==> src/rtl/dcache_wt_pkg.sv <==
// Shared types and default geometry for the write-through data cache.
package dcache_pkg;

  localparam int XLEN_DEF        = 32;
  localparam int INDEX_BITS_DEF  = 3;
  localparam int MEM_LATENCY_DEF = 4;

  function automatic int cnt_width(input int lat);
    return (lat > 1) ? $clog2(lat) : 1;
  endfunction

  localparam int TAG_BITS = XLEN_DEF - INDEX_BITS_DEF - 2;
  localparam int CNT_BITS = cnt_width(MEM_LATENCY_DEF);

  typedef enum logic [1:0] {IDLE, RD_WAIT, WR_WAIT, WR_DONE} state_e;

  // Four byte lanes, lane 0 in the least significant byte.
  typedef logic [3:0][7:0] word_t;

endpackage

==> src/rtl/dcache_wt_if.sv <==
// CPU-side and memory-side signals of the data cache bundled into one interface.
interface dcache_if
  import dcache_pkg::*;
#(
  parameter int XLEN = XLEN_DEF
);
  logic            halted;
  logic            cpu_req;
  logic            cpu_we;
  logic [XLEN-1:0] cpu_addr;
  word_t           cpu_wdata;
  word_t           cpu_rdata;
  logic            stall;
  logic [XLEN-1:0] mem_addr;
  word_t           mem_wdata;
  word_t           mem_rdata;
  logic            mem_we;

  modport master (
    output halted, cpu_req, cpu_we, cpu_addr, cpu_wdata, mem_rdata,
    input  cpu_rdata, stall, mem_addr, mem_wdata, mem_we
  );

  modport slave (
    input  halted, cpu_req, cpu_we, cpu_addr, cpu_wdata, mem_rdata,
    output cpu_rdata, stall, mem_addr, mem_wdata, mem_we
  );
endinterface

==> src/rtl/dcache_wt_line_array.sv <==
// Valid/tag/data storage: one combinational read port, one synchronous write port.
module dcache_line_array
  import dcache_pkg::*;
#(
  parameter int INDEX_BITS = INDEX_BITS_DEF,
  parameter int TAG_W      = TAG_BITS
) (
  input  logic                  clk_i,
  input  logic                  rst_b_i,
  input  logic [INDEX_BITS-1:0] rd_idx_i,
  output logic                  rd_valid_o,
  output logic [TAG_W-1:0]      rd_tag_o,
  output word_t                 rd_data_o,
  input  logic                  fill_en_i,
  input  logic                  upd_en_i,
  input  logic [INDEX_BITS-1:0] wr_idx_i,
  input  logic [TAG_W-1:0]      wr_tag_i,
  input  word_t                 wr_data_i
);
  localparam int LINES = 1 << INDEX_BITS;

  logic [LINES-1:0] valid_q;
  logic [TAG_W-1:0] tag_q  [LINES];
  word_t            data_q [LINES];

  always_ff @(posedge clk_i) begin
    if (!rst_b_i) begin
      valid_q <= '0;
    end else if (fill_en_i) begin
      valid_q[wr_idx_i] <= 1'b1;
    end
  end

  // Tag/data need no reset: a cleared valid bit masks them.
  always_ff @(posedge clk_i) begin
    if (fill_en_i) tag_q[wr_idx_i] <= wr_tag_i;
    if (fill_en_i || upd_en_i) data_q[wr_idx_i] <= wr_data_i;
  end

  assign rd_valid_o = valid_q[rd_idx_i];
  assign rd_tag_o   = tag_q[rd_idx_i];
  assign rd_data_o  = data_q[rd_idx_i];

endmodule

==> src/rtl/dcache_wt.sv <==
// Direct-mapped write-through, no-write-allocate data cache with fixed-latency memory.
// Optional load hit/miss counters when DCACHE_STATS_EN is defined.
module dcache_wt
  import dcache_pkg::*;
#(
  parameter int XLEN        = XLEN_DEF,
  parameter int INDEX_BITS  = INDEX_BITS_DEF,
  parameter int MEM_LATENCY = MEM_LATENCY_DEF
) (
  input  logic        clk_i,
  input  logic        rst_b_i,
  dcache_if.slave     bus
`ifdef DCACHE_STATS_EN
  ,
  output logic [31:0] hit_count_o,
  output logic [31:0] miss_count_o
`endif
);
  localparam int TAG_W = XLEN - INDEX_BITS - 2;
  localparam int CNT_W = cnt_width(MEM_LATENCY);

  state_e           state_q;
  logic [CNT_W-1:0] cnt_q;
  logic [XLEN-1:0]  addr_q;
  word_t            wdata_q;
  logic             mem_we_q;

  logic [XLEN-1:0]       cpu_waddr;
  logic [INDEX_BITS-1:0] cpu_idx, lat_idx;
  logic [TAG_W-1:0]      cpu_tag, lat_tag, line_tag;
  logic                  line_valid;
  word_t                 line_data;
  logic                  req_go, hit, rd_hit, fill_en, upd_en;

  assign cpu_waddr = bus.cpu_addr & ~XLEN'(3);
  assign cpu_idx   = cpu_waddr[INDEX_BITS+1:2];
  assign cpu_tag   = cpu_waddr[XLEN-1:INDEX_BITS+2];
  assign lat_idx   = addr_q[INDEX_BITS+1:2];
  assign lat_tag   = addr_q[XLEN-1:INDEX_BITS+2];

  assign req_go  = bus.cpu_req && !bus.halted;
  assign hit     = line_valid && (line_tag == cpu_tag);
  assign rd_hit  = (state_q == IDLE) && req_go && !bus.cpu_we && hit;
  assign fill_en = (state_q == RD_WAIT) && (cnt_q == '0);
  assign upd_en  = (state_q == IDLE) && req_go && bus.cpu_we && hit;

  dcache_line_array #(
    .INDEX_BITS (INDEX_BITS),
    .TAG_W      (TAG_W)
  ) u_lines (
    .clk_i      (clk_i),
    .rst_b_i    (rst_b_i),
    .rd_idx_i   (cpu_idx),
    .rd_valid_o (line_valid),
    .rd_tag_o   (line_tag),
    .rd_data_o  (line_data),
    .fill_en_i  (fill_en),
    .upd_en_i   (upd_en),
    .wr_idx_i   (fill_en ? lat_idx : cpu_idx),
    .wr_tag_i   (lat_tag),
    .wr_data_i  (fill_en ? bus.mem_rdata : bus.cpu_wdata)
  );

`ifdef DCACHE_STATS_EN
  logic [31:0] hit_cnt_q, miss_cnt_q;
  logic        fill_q;

  // fill_q marks the retry cycle right after a fill so it is not counted as a hit.
  always_ff @(posedge clk_i) begin
    if (!rst_b_i) begin
      hit_cnt_q  <= '0;
      miss_cnt_q <= '0;
      fill_q     <= 1'b0;
    end else begin
      fill_q <= fill_en;
      if (rd_hit && !fill_q) hit_cnt_q <= hit_cnt_q + 32'd1;
      if ((state_q == IDLE) && req_go && !bus.cpu_we && !hit) miss_cnt_q <= miss_cnt_q + 32'd1;
    end
  end

  assign hit_count_o  = hit_cnt_q;
  assign miss_count_o = miss_cnt_q;
`endif

  always_ff @(posedge clk_i) begin
    if (!rst_b_i) begin
      state_q  <= IDLE;
      cnt_q    <= '0;
      addr_q   <= '0;
      wdata_q  <= '0;
      mem_we_q <= 1'b0;
    end else begin
      case (state_q)
        IDLE: begin
          if (req_go && bus.cpu_we) begin
            addr_q   <= cpu_waddr;
            wdata_q  <= bus.cpu_wdata;
            cnt_q    <= CNT_W'(MEM_LATENCY - 1);
            mem_we_q <= 1'b1;
            state_q  <= WR_WAIT;
          end else if (req_go && !hit) begin
            addr_q  <= cpu_waddr;
            cnt_q   <= CNT_W'(MEM_LATENCY - 1);
            state_q <= RD_WAIT;
          end
        end
        RD_WAIT: begin
          if (cnt_q == '0) state_q <= IDLE;
          else             cnt_q   <= cnt_q - 1'b1;
        end
        WR_WAIT: begin
          if (cnt_q == '0) begin
            mem_we_q <= 1'b0;
            state_q  <= WR_DONE;
          end else begin
            cnt_q <= cnt_q - 1'b1;
          end
        end
        default: state_q <= IDLE;
      endcase
    end
  end

  always_comb begin
    bus.stall = 1'b0;
    case (state_q)
      IDLE:             bus.stall = req_go && (bus.cpu_we || !hit);
      RD_WAIT, WR_WAIT: bus.stall = 1'b1;
      default:          bus.stall = 1'b0;
    endcase
  end

  assign bus.mem_addr  = (state_q == IDLE) ? cpu_waddr : addr_q;
  assign bus.mem_wdata = wdata_q;
  assign bus.mem_we    = mem_we_q;
  assign bus.cpu_rdata = rd_hit ? line_data : '0;

endmodule

==> src/flat_wrapper.sv <==
// flat-port wrapper written by rule: the top's interface ports become plain ports
module dcache_wt_flat import dcache_pkg::*;
#(
  parameter int XLEN        = XLEN_DEF,
  parameter int INDEX_BITS  = INDEX_BITS_DEF,
  parameter int MEM_LATENCY = MEM_LATENCY_DEF
)
  (clk_i, rst_b_i, bus_halted, bus_cpu_req, bus_cpu_we, bus_cpu_addr, bus_cpu_wdata, bus_mem_rdata, bus_cpu_rdata, bus_stall, bus_mem_addr, bus_mem_wdata, bus_mem_we);
  dcache_if #(.XLEN(XLEN)) bus_i ();
  input  logic clk_i;
  input  logic rst_b_i;
  input wire logic [$bits(bus_i.halted)-1:0] bus_halted;
  input wire logic [$bits(bus_i.cpu_req)-1:0] bus_cpu_req;
  input wire logic [$bits(bus_i.cpu_we)-1:0] bus_cpu_we;
  input wire logic [$bits(bus_i.cpu_addr)-1:0] bus_cpu_addr;
  input wire logic [$bits(bus_i.cpu_wdata)-1:0] bus_cpu_wdata;
  input wire logic [$bits(bus_i.mem_rdata)-1:0] bus_mem_rdata;
  output wire logic [$bits(bus_i.cpu_rdata)-1:0] bus_cpu_rdata;
  output wire logic [$bits(bus_i.stall)-1:0] bus_stall;
  output wire logic [$bits(bus_i.mem_addr)-1:0] bus_mem_addr;
  output wire logic [$bits(bus_i.mem_wdata)-1:0] bus_mem_wdata;
  output wire logic [$bits(bus_i.mem_we)-1:0] bus_mem_we;
  assign bus_i.halted = bus_halted;
  assign bus_i.cpu_req = bus_cpu_req;
  assign bus_i.cpu_we = bus_cpu_we;
  assign bus_i.cpu_addr = bus_cpu_addr;
  assign bus_i.cpu_wdata = bus_cpu_wdata;
  assign bus_i.mem_rdata = bus_mem_rdata;
  assign bus_cpu_rdata = bus_i.cpu_rdata;
  assign bus_stall = bus_i.stall;
  assign bus_mem_addr = bus_i.mem_addr;
  assign bus_mem_wdata = bus_i.mem_wdata;
  assign bus_mem_we = bus_i.mem_we;
  dcache_wt #(.XLEN(XLEN), .INDEX_BITS(INDEX_BITS), .MEM_LATENCY(MEM_LATENCY)) u_core (.clk_i(clk_i), .rst_b_i(rst_b_i), .bus(bus_i));
endmodule
==> config.mk <==
export PLATFORM = sky130hd
export DESIGN_NAME = dcache_wt_flat
export DESIGN_NICKNAME = d
export VERILOG_FILES = /design/src/rtl/dcache_wt_pkg.sv /design/src/rtl/dcache_wt_if.sv /design/src/rtl/dcache_wt_line_array.sv /design/src/rtl/dcache_wt.sv /design/src/flat_wrapper.sv
export SDC_FILE = /design/constraint.sdc
export NUM_CORES = 1
export LEC_CHECK = 0
export CORE_ASPECT_RATIO = 1.75
export CORE_MARGIN = 5
export CORE_UTILIZATION = 45
export CTS_CLUSTER_SIZE = 20
export DETAILED_ROUTE_END_ITERATION = 16
export PLACE_DENSITY = 0.61
export SLEW_MARGIN = 10
export SYNTH_ARGS = -nofsm -noshare
export SYNTH_HDL_FRONTEND = slang
export SYNTH_SLANG_ARGS = --single-unit
==> constraint.sdc <==
create_clock -name clk_i -period 5.61 [get_ports clk_i]
set_clock_uncertainty 0.15 [all_clocks]
set_input_delay 1.122 -clock clk_i [delete_from_list [all_inputs] [get_ports clk_i]]
set_output_delay 1.122 -clock clk_i [all_outputs]
set_load 0.03 [all_outputs]
# Word-level counts from Yosys, hierarchy flattened
# Memories as Yosys holds them, arrays and structs flattened.
# Index checks and enable logic that the tools add are counted.
# totals
regBits,77
ramBits,472
inputBits,101
output_inout_bits,98
elab_cells,79
n_memories,2
# memory_table
name,words,width,read_ports,rd_clocked_by_memory_dff,wr,line,rtl
u_core.u_lines.data_q,8,32,1,0,1,dcache_wt_line_array.sv:24,word_t data_q [LINES];
u_core.u_lines.tag_q,8,27,1,0,1,dcache_wt_line_array.sv:23,logic [TAG_W-1:0] tag_q [LINES];
# op_classes
n_addsub,1
n_lt_le_gt_ge,3
n_eq_ne,8
mux,27
n_bitwise,1
reduce_logical,28
# op_table
operator,n
32-bit 2-to-1 mux,5
27-bit equality test,1
2-bit 2-to-1 mux,7
1-bit logical AND,12
3-bit AND reduction,3
3-bit by 4-bit < comparator with 1-bit output (second input constant),2
1-bit 2-to-1 mux,8
8-bit bitwise OR,1
2-bit inequality test (second input constant),3
2-bit one-hot mux with 3 select lines,1
2-bit nonzero test,3
2-bit logical NOT,2
1-bit one-hot mux with 2 select lines,2
2-bit one-hot mux with 2 select lines,1
2-bit AND reduction,2
1-bit binary-select mux with 3-bit select,1
1-bit demux with 3-bit select,1
3-bit by 1-bit greater-or-equal comparator with 1-bit output (second input constant),1
1-bit logical NOT,3
3-bit 2-to-1 mux,1
3-bit inequality test (second input constant),1
2-bit by 1-bit equality test with 1-bit output (second input constant),1
2-bit equality test (second input constant),1
1-bit logical OR,2
3 further kinds,3

# Depth between registers and ports, before layout
# Gate-level depths: netlist of run 1.
# logic_depth
ltp_word,8
mapped_depth,14
depth_no_buf,9

# Hierarchy
# A second synthesis of run 1 with hierarchy kept.
# hier_totals
cells_unflattened,1170
area_unflattened_um2,22188.8
# by_module_without_submodules
mod,n_inst,cells_each,area_each_um2
dcache_line_array,1,725,18268.8
dcache_wt,1,445,3920.0

# Worst setup path before layout of run 1
# OpenSTA, ideal clock, no wires.
# synth_timing
path_type,input port to flip-flop
from,input port bus_cpu_addr[2]
to,"memory u_core.u_lines.data_q[7][0] (netlist bit), enable pin"
setup_ns,0.421
t_arrival_ns,4.545
t_required_ns,5.039
slack_ns,0.494
cell_stages,10
cell_sequence,buf_6 buf_6 mux4_2 mux2i_1 xnor2_1 or4b_4 nor4_4 and4_1 o21ai_0 nor2_1
# synth_between
elab_chain_len,7
elab_cells_between_ends,10
# synth_rtl
item,line,rtl
from (decl),flat_wrapper.sv:15,input wire logic [$bits(bus_i.cpu_addr)-1:0] bus_cpu_addr;
memory 8 x 27 bit / 1-bit binary-select mux with 3-bit select (equally long branches),-,
27-bit equality test / 1-bit 2-to-1 mux (equally long branches),"dcache_wt.sv:42, dcache_wt_line_array.sv:40",
1-bit logical AND,dcache_wt.sv:42,assign hit = line_valid && (line_tag == cpu_tag);
1-bit logical AND,dcache_wt.sv:45,assign upd_en = (state_q == IDLE) && req_go && bus.cpu_we && hit;
1-bit logical OR,dcache_wt_line_array.sv:37,if (fill_en_i || upd_en_i) data_q[wr_idx_i] <= wr_data_i;
1-bit 2-to-1 mux,dcache_wt_line_array.sv:37,
1-bit 2-to-1 mux (not written as such),dcache_wt_line_array.sv:37,
to (decl),dcache_wt_line_array.sv:24,
# Parallel ways exist; a longest one is shown, timed or not. The select of a mux whose other input is x is not followed.

# Worst setup path after layout of run 1
# layout_timing
from,input port bus_cpu_addr[3]
to,output port bus_cpu_rdata[25]
# layout_between
elab_chain_len,5
elab_cells_between_ends,8
# layout_rtl
item,line,rtl
memory 8 x 27 bit / 1-bit binary-select mux with 3-bit select (equally long branches),-,
27-bit equality test / 1-bit 2-to-1 mux (equally long branches),"dcache_wt.sv:42, dcache_wt_line_array.sv:40",
1-bit logical AND,dcache_wt.sv:42,
1-bit logical AND,dcache_wt.sv:43,assign rd_hit = (state_q == IDLE) && req_go && !bus.cpu_we && hit;
32-bit 2-to-1 mux *,dcache_wt.sv:136,assign bus.cpu_rdata = rd_hit ? line_data : '0;
to (decl),flat_wrapper.sv:18,output wire logic [$bits(bus_i.cpu_rdata)-1:0] bus_cpu_rdata;
# Mark *: on every way between the ends. The rest lies on a longest branch, timed or not. The select of a mux whose other input is x is not followed.

==> results of run 1 <==
## where the power goes
part           internal [mW]  switching (mW)
clock network           2.08            1.48
registers               4.69          0.0899
logic                  0.668           0.989
total                   7.44            2.56
## sequential cells by signal (all words and copies together) (netlist names)
name	cells
u_core.addr_q	30
u_core.bus.mem_wdata	32
u_core.bus.mem_we	1
u_core.cnt_q	2
u_core.state_q	2
u_core.u_lines.data_q	256
u_core.u_lines.tag_q	216
u_core.u_lines.valid_q	8
## worst max-delay path by stage
stage / start / endpoint / cells past startpoint
2_1_floorplan: bus_cpu_addr[2] / u_core.u_lines.data_q[7][0] / 10
3_3_place_gp: bus_cpu_addr[4] / bus_stall / 11
3_5_place_dp: bus_cpu_addr[2] / bus_cpu_rdata[31] / 12
4_1_cts: bus_cpu_addr[2] / bus_cpu_rdata[31] / 12
5_1_grt: bus_cpu_addr[2] / bus_cpu_rdata[31] / 12
6_report: bus_cpu_addr[3] / bus_cpu_rdata[25] / 11
## cells by family (layout without fill, tap and decap cells)
kind of cell | count (synthesis) | count (layout) | synth area share
AOI/OAI and AO/OA | 162 | 162 | 0.0442
and+or+nand+nor | 251 | 251 | 0.0520
buffers and inverters | 92 | 351 | 0.0202
DFF | 547 | 547 | 0.705
xor gates and xnor gates | 12 | 12 | 0.00473
muxes | 259 | 259 | 0.171
adders and majority gates | 5 | 5 | 0.00281
other | 1 | 2 | 0.000169
## stage by stage
step | instances | total power [mW] | cell area, um2 | worst slack (ns)
final | 2243 | 10.0 | 27300 | 0.219
after floorplan | 1330 | 5.86 | 22200 | 0.494
after detailed placement | 2151 | 6.54 | 25500 | 0.149
after CTS | 2243 | 10.1 | 27300 | 0.128
after global placement | 2151 | 6.51 | 25500 | 0.160
after global routing | 2243 | 10.4 | 27300 | 0.0276
## synthesized netlist by cell type, types with 4 or more instances
cell / number / area share
o21ai_0: 6 / 0.0013
edfxtp_1: 472 / 0.64
o22ai_1: 5 / 0.0014
nor4_1: 4 / 0.0011
and4_1: 6 / 0.0024
nand2_1: 85 / 0.014
nand2b_1: 6 / 0.0017
mux2i_1: 97 / 0.044
mux4_2: 90 / 0.091
nand3_1: 38 / 0.0085
o21a_1: 5 / 0.0017
a22o_1: 8 / 0.0031
buf_6: 8 / 0.0040
buf_2: 20 / 0.0045
nor2_1: 72 / 0.012
inv_1: 9 / 0.0015
buf_1: 12 / 0.0020
nor3_1: 16 / 0.0036
a22oi_1: 17 / 0.0057
nor2b_1: 6 / 0.0017
mux2_2: 72 / 0.036
dfxtp_1: 75 / 0.067
buf_4: 5 / 0.0017
o21ai_1: 31 / 0.0070
and3_1: 5 / 0.0014
a21oi_1: 71 / 0.016
clkbuf_1: 37 / 0.0062
xnor2_1: 9 / 0.0035
ha_1: 5 / 0.0028
nand4_1: 4 / 0.0011
## layout make-up
type                       count  area [um2]
tap                          654         818
clock buffer                  61        1300
clock inverter                31         430
fill                        3864       21600
inverter                      10        37.5
timing repair buffer         249        2770
multi-input combinational    691        6220
sequential                   547       15700
## worst max-delay path, stage by stage
cell and delay (ns):
buf_4 0.27, buf_4 0.29, mux4_2 0.53, mux2i_1 0.18
xnor2_1 0.15, or4_1 0.47, nor3_1 0.26, nand4_1 0.18
buf_12 0.23, nor2_1 0.23, buf_12 0.15
## routing by layer
metal,share of wire,wire length (um),GRT usage,vias to the layer above
met2,0.56,30200,0.372,364
met4,0.018,999,0.0470,0
li1,-,-,-,5644
met3,0.047,2540,0.0297,69
met1,0.38,20500,0.236,6463
met5,0,0,0,-
==> summary.txt, run 1 <==
Outcome
  – Outcome: complete, no violations

Worst setup path
  – Critical R2R Launch: u_core.u_lines.tag_q[7][18]
  – CP required: 4.34 ns
  – R2R depth: 11
  – Critical path type: in -> out
  – Crit path DAT: 4.12 ns
  – Startpoint Class: input pin
  – RR Endpoint: u_core.u_lines.data_q[2][9]
  – Maximum fanout along the worst path: 32
  – Worst Setup End Kind: output pin
  – R2r setup slk: 1.95 ns

Detailed routing
  – Vias: approximately 13000
  – DR DRC count: 0
  – Routed Antenna Nets: 0
  – Drt pass-1 iters: 5
  – Via density: 5.59
  – Routed WL: 54.2 mm
  – DRT iter0 DRCs: about 880
  – Average routed wire per standard cell: between 20 and 25 um

Hold path
  – Hold depth: 2
  – WHS Endpoint: u_core.bus.mem_wdata[14]
  – HP Class: reg -> reg
  – Hold_sp: u_core.bus.mem_wdata[14]

Power
  – Worst vdd ir: 298 uV
  – Pwr/cell area: 367 mW/mm2
  – LEAKAGE: just over 9 nW

CTS
  – H-tree lvl count: 2
  – Max clock buf depth: 3
  – CTS tree: built
  – Clock latency on the worst-skew pair: 0.58 ns
  – Resized Gates After CTS: 0
  – Num CTS Buffers: slightly below 50
  – Post CTS Setup Buffer Count: 0
  – Clock sink count: 547
  – Clock slew at reported path FFs: 0.07 ns
  – Root Buffer: clkbuf_16
  – CTS Hold Bufs: 0

Timing
  – Worst Max-Slew Pin Slew: 1.05 ns
  – Slew Limit Fails: 0
  – Fmax: 0.186 GHz
  – Number of hold violations in the final report: 0
  – Relative slew slack: 0.298
  – Final setup TNS: 0 ns
  – Min cycle time layout: 5.39 ns
  – Final period util: 0.961
  – Setup Viol. Count Final: 0
  – Hold WS: 0.307 ns
  – RSZ-0062 raised after global routing: no

Synth
  – Sequential cell area fraction in the yosys report: 0.705
  – Cell count after synthesis: ~1300
  – Number of flops mapped to enable cells by yosys: 472
  – Synth warn: 0
  – Distinct cells, synth: 56
  – Synthesized area per cell: 16.7 um2
  – Synthesized cell area: 0.0222 mm2
  – Synth Register Bits: 547
  – Top FF cell, synth: edfxtp_1
  – Asr flop ratio synth: 0

GRT
  – Vias in the first global route: 13500
  – Initial antenna violation count: 0
  – GRT Total Usage: 0.198
  – Gr ovfl total: 0
  – First-pass GRT wire length: 81.1 mm
  – Largest net degree at the start of global routing: 65

Final layout
  – Leading cell types in the layout, fill and taps excluded: edfxtp_1, clkdlybuf4s50_1, mux2i_1
  – Synthesis-to-finish area growth: 22.5%
  – Util after Layout: 0.558
  – Layout cells sized above 1: 0.226
  – ANT cells: 0
  – Most common cell after layout, fill and taps aside: edfxtp_1
  – Nets: roughly 1700

Die
  – Die width: 178 um
  – FP Rows: 107
  – Full die area: 0.0542 mm2
  – I/O pin count: 199
  – Core Area: 0.0489 mm2
  – Die Span Y: 304 um
  – Initial Util: 0.455

Placed design
  – Port Buffers: 194
  – RD Place Congestion: 0.759
  – Post-DP HPWL: 33.7 mm

Run
  – MaxCap Viol Count: 0
(Power assumes the default switching activity.)
==> run 2, diff against run 1 <==
MAX_ROUTING_LAYER = met4   (was default)
==> summary.txt, run 2 (synthesized netlist as in run 1, its figures left out) <==
Outcome
  – Outcome: complete, no violations

Die
  – FP Rows: 107 (unchanged)
  – Initial Util: 0.455 (unchanged)
  – Die width: 178 um (unchanged)
  – Die Span Y: 304 um (unchanged)
  – Core Area: 0.0489 mm2 (unchanged)
  – Full die area: 0.0542 mm2 (unchanged)
  – I/O pin count: 199 (unchanged)

Final layout
  – Nets: 1654 (unchanged)
  – Most common cell after layout, fill and taps aside: edfxtp_1
  – Layout cells sized above 1: 0.226 (unchanged)
  – Util after Layout: 0.558 (unchanged)
  – Max FFs per register: 256 (unchanged)
  – Leading cell types in the layout, fill and taps excluded: edfxtp_1, clkdlybuf4s50_1, mux2i_1
  – Filler cells: 3864 (unchanged)
  – Synthesis-to-finish area growth: 22.5% (unchanged)
  – ANT cells: 0 (unchanged)
  – Most flops, register: u_core.u_lines.data_q

Worst setup path
  – Max stage delay on crit path: 0.53 ns (about the same)
  – Slowest stage cell, crit path: mux4_2
  – Maximum fanout along the worst path: 32 (unchanged)
  – Worst Setup End Kind: output pin
  – CP required: 4.34 ns (about the same)
  – Critical path type: in -> out
  – Startpoint Class: input pin
  – CP Cell Sequence: buf_4, buf_4, mux4_2, mux2i_1, xnor2_1, or4_1, nor3_1, nand4_1, buf_12, nor2_1, buf_12
  – Crit path DAT: 4.10 ns (-0.02 ns)

CTS
  – H-tree lvl count: 2 (unchanged)
  – Post CTS Setup Buffer Count: 0 (unchanged)
  – Num CTS Buffers: 49 (unchanged)
  – Clock sink count: 547 (unchanged)
  – CTS Hold Bufs: 0 (unchanged)
  – Clock latency on the worst-skew pair: 0.58 ns (about the same)
  – CTS tree: built
  – Resized Gates After CTS: 0 (unchanged)
  – Max clock buf depth: 3 (unchanged)
  – Clock slew at reported path FFs: 0.07 ns (about the same)
  – Root Buffer: clkbuf_16

GRT
  – Gr ovfl total: 0 (unchanged)
  – First-pass GRT wire length: 81.1 mm (about the same)
  – GRT Total Usage: 0.204 (+0.00568)
  – Largest net degree at the start of global routing: 65 (unchanged)
  – Vias in the first global route: 13500 (+0.015%)
  – Initial antenna violation count: 0 (unchanged)

Power
  – Worst vdd ir: 297 uV (-0.24%)
  – Pwr/cell area: 367 mW/mm2 (about the same)
  – LEAKAGE: 9.09 nW (unchanged)

Hold path
  – HP Class: reg -> reg

Timing
  – Final period util: 0.957 (-0.00344)
  – Min cycle time layout: 5.37 ns (-0.0193 ns)
  – Relative slew slack: 0.296 (-0.00164)
  – Final setup TNS: 0 ns (unchanged)
  – Slew Limit Fails: 0 (unchanged)
  – RSZ-0062 raised after global routing: no
  – Setup Viol. Count Final: 0 (unchanged)
  – Fmax: 0.186 GHz (+0.36%)
  – Number of hold violations in the final report: 0 (unchanged)
  – Worst setup margin: 0.239 ns (+0.0193 ns)
  – Worst Max-Slew Pin Slew: 1.06 ns (+0.00245 ns)

Detailed routing
  – DR DRC count: 0 (unchanged)
  – Vias: 12600 (+0.32%)
  – Via density: 5.61 (+0.32%)
  – Drt pass-1 iters: 5 (unchanged)
  – Routed Antenna Nets: 0 (unchanged)
  – DRT iter0 DRCs: 842 (-4.1%)
  – Routed WL: 54.0 mm (-0.32%)
  – Average routed wire per standard cell: 24.1 um (-0.32%)

Placed design
  – Port Buffers: 194 (unchanged)
  – Post-DP HPWL: 33.7 mm (unchanged)
  – Setup WS pre-CTS: 0.149 ns (unchanged)
  – RD Place Congestion: 0.769 (+1.3%)

Run
  – MaxCap Viol Count: 0 (unchanged)
==> run 2: cell counts in the layout (fill, tap and decap cells not counted) <==
Identical to the previous run, type by type.
==> run 2: final timing paths <==
kind                                                   from                          end  slack [ns]  depth (start not counted)
worst min-delay path               u_core.bus.mem_wdata[14]     u_core.bus.mem_wdata[14]        0.31                          2
worst min register to register     u_core.bus.mem_wdata[14]     u_core.bus.mem_wdata[14]        0.31                          2
worst max register to register  u_core.u_lines.tag_q[7][18]  u_core.u_lines.data_q[2][9]        1.98                         11
worst max-delay path                        bus_cpu_addr[3]            bus_cpu_rdata[25]        0.24                         11
==> run 2: layer usage <==
layer	track usage	vias up	share of wire
met5	-	-	0
met4	0.0470	0	0.019
met3	0.0256	70	0.044
met2	0.373	379	0.56
met1	0.237	6484	0.38
li1	-	5647	-
==> run 2: power breakdown <==
part / switching, mW / internal, mW
Combinational: 0.987 / 0.668
Sequential: 0.0895 / 4.69
Clock: 1.48 / 2.08
==> run 2: worst max-delay path, delay by kind of cell <==
family	cells	cell delay (ns)
buffers and inverters	4	0.94
XOR/XNOR	1	0.14
AND/OR/NAND/NOR	4	1.12
multiplexers	2	0.71
==> run 2: final cells by class <==
type	instances	area, um2	area share
tap	654	818	0.0300
clock inverter	31	430	0.0158
timing repair buffer	249	2770	0.102
clock buffer	61	1300	0.0477
sequential	547	15700	0.575
multi-input combinational	691	6220	0.228
inverter	10	37.5	0.00138
==> run 2: through the flow <==
stage,hold WS [ns],area (um2),total power [mW],instances
4_1_cts,0.307,27300,10.1,2243
6_report,0.307,27300,9.99,2243
3_5_place_dp,0.297,25500,6.54,2151
5_1_grt,0.331,27300,10.4,2243
3_3_place_gp,0.291,25500,6.51,2151
2_1_floorplan,0.285,22200,5.86,1330
==> run 3, diff against run 2 <==
CTS_CLUSTER_SIZE = default   (was 20)
==> results of run 3 <==
The final DEF is identical to that of run 2; final timing and power are the same.
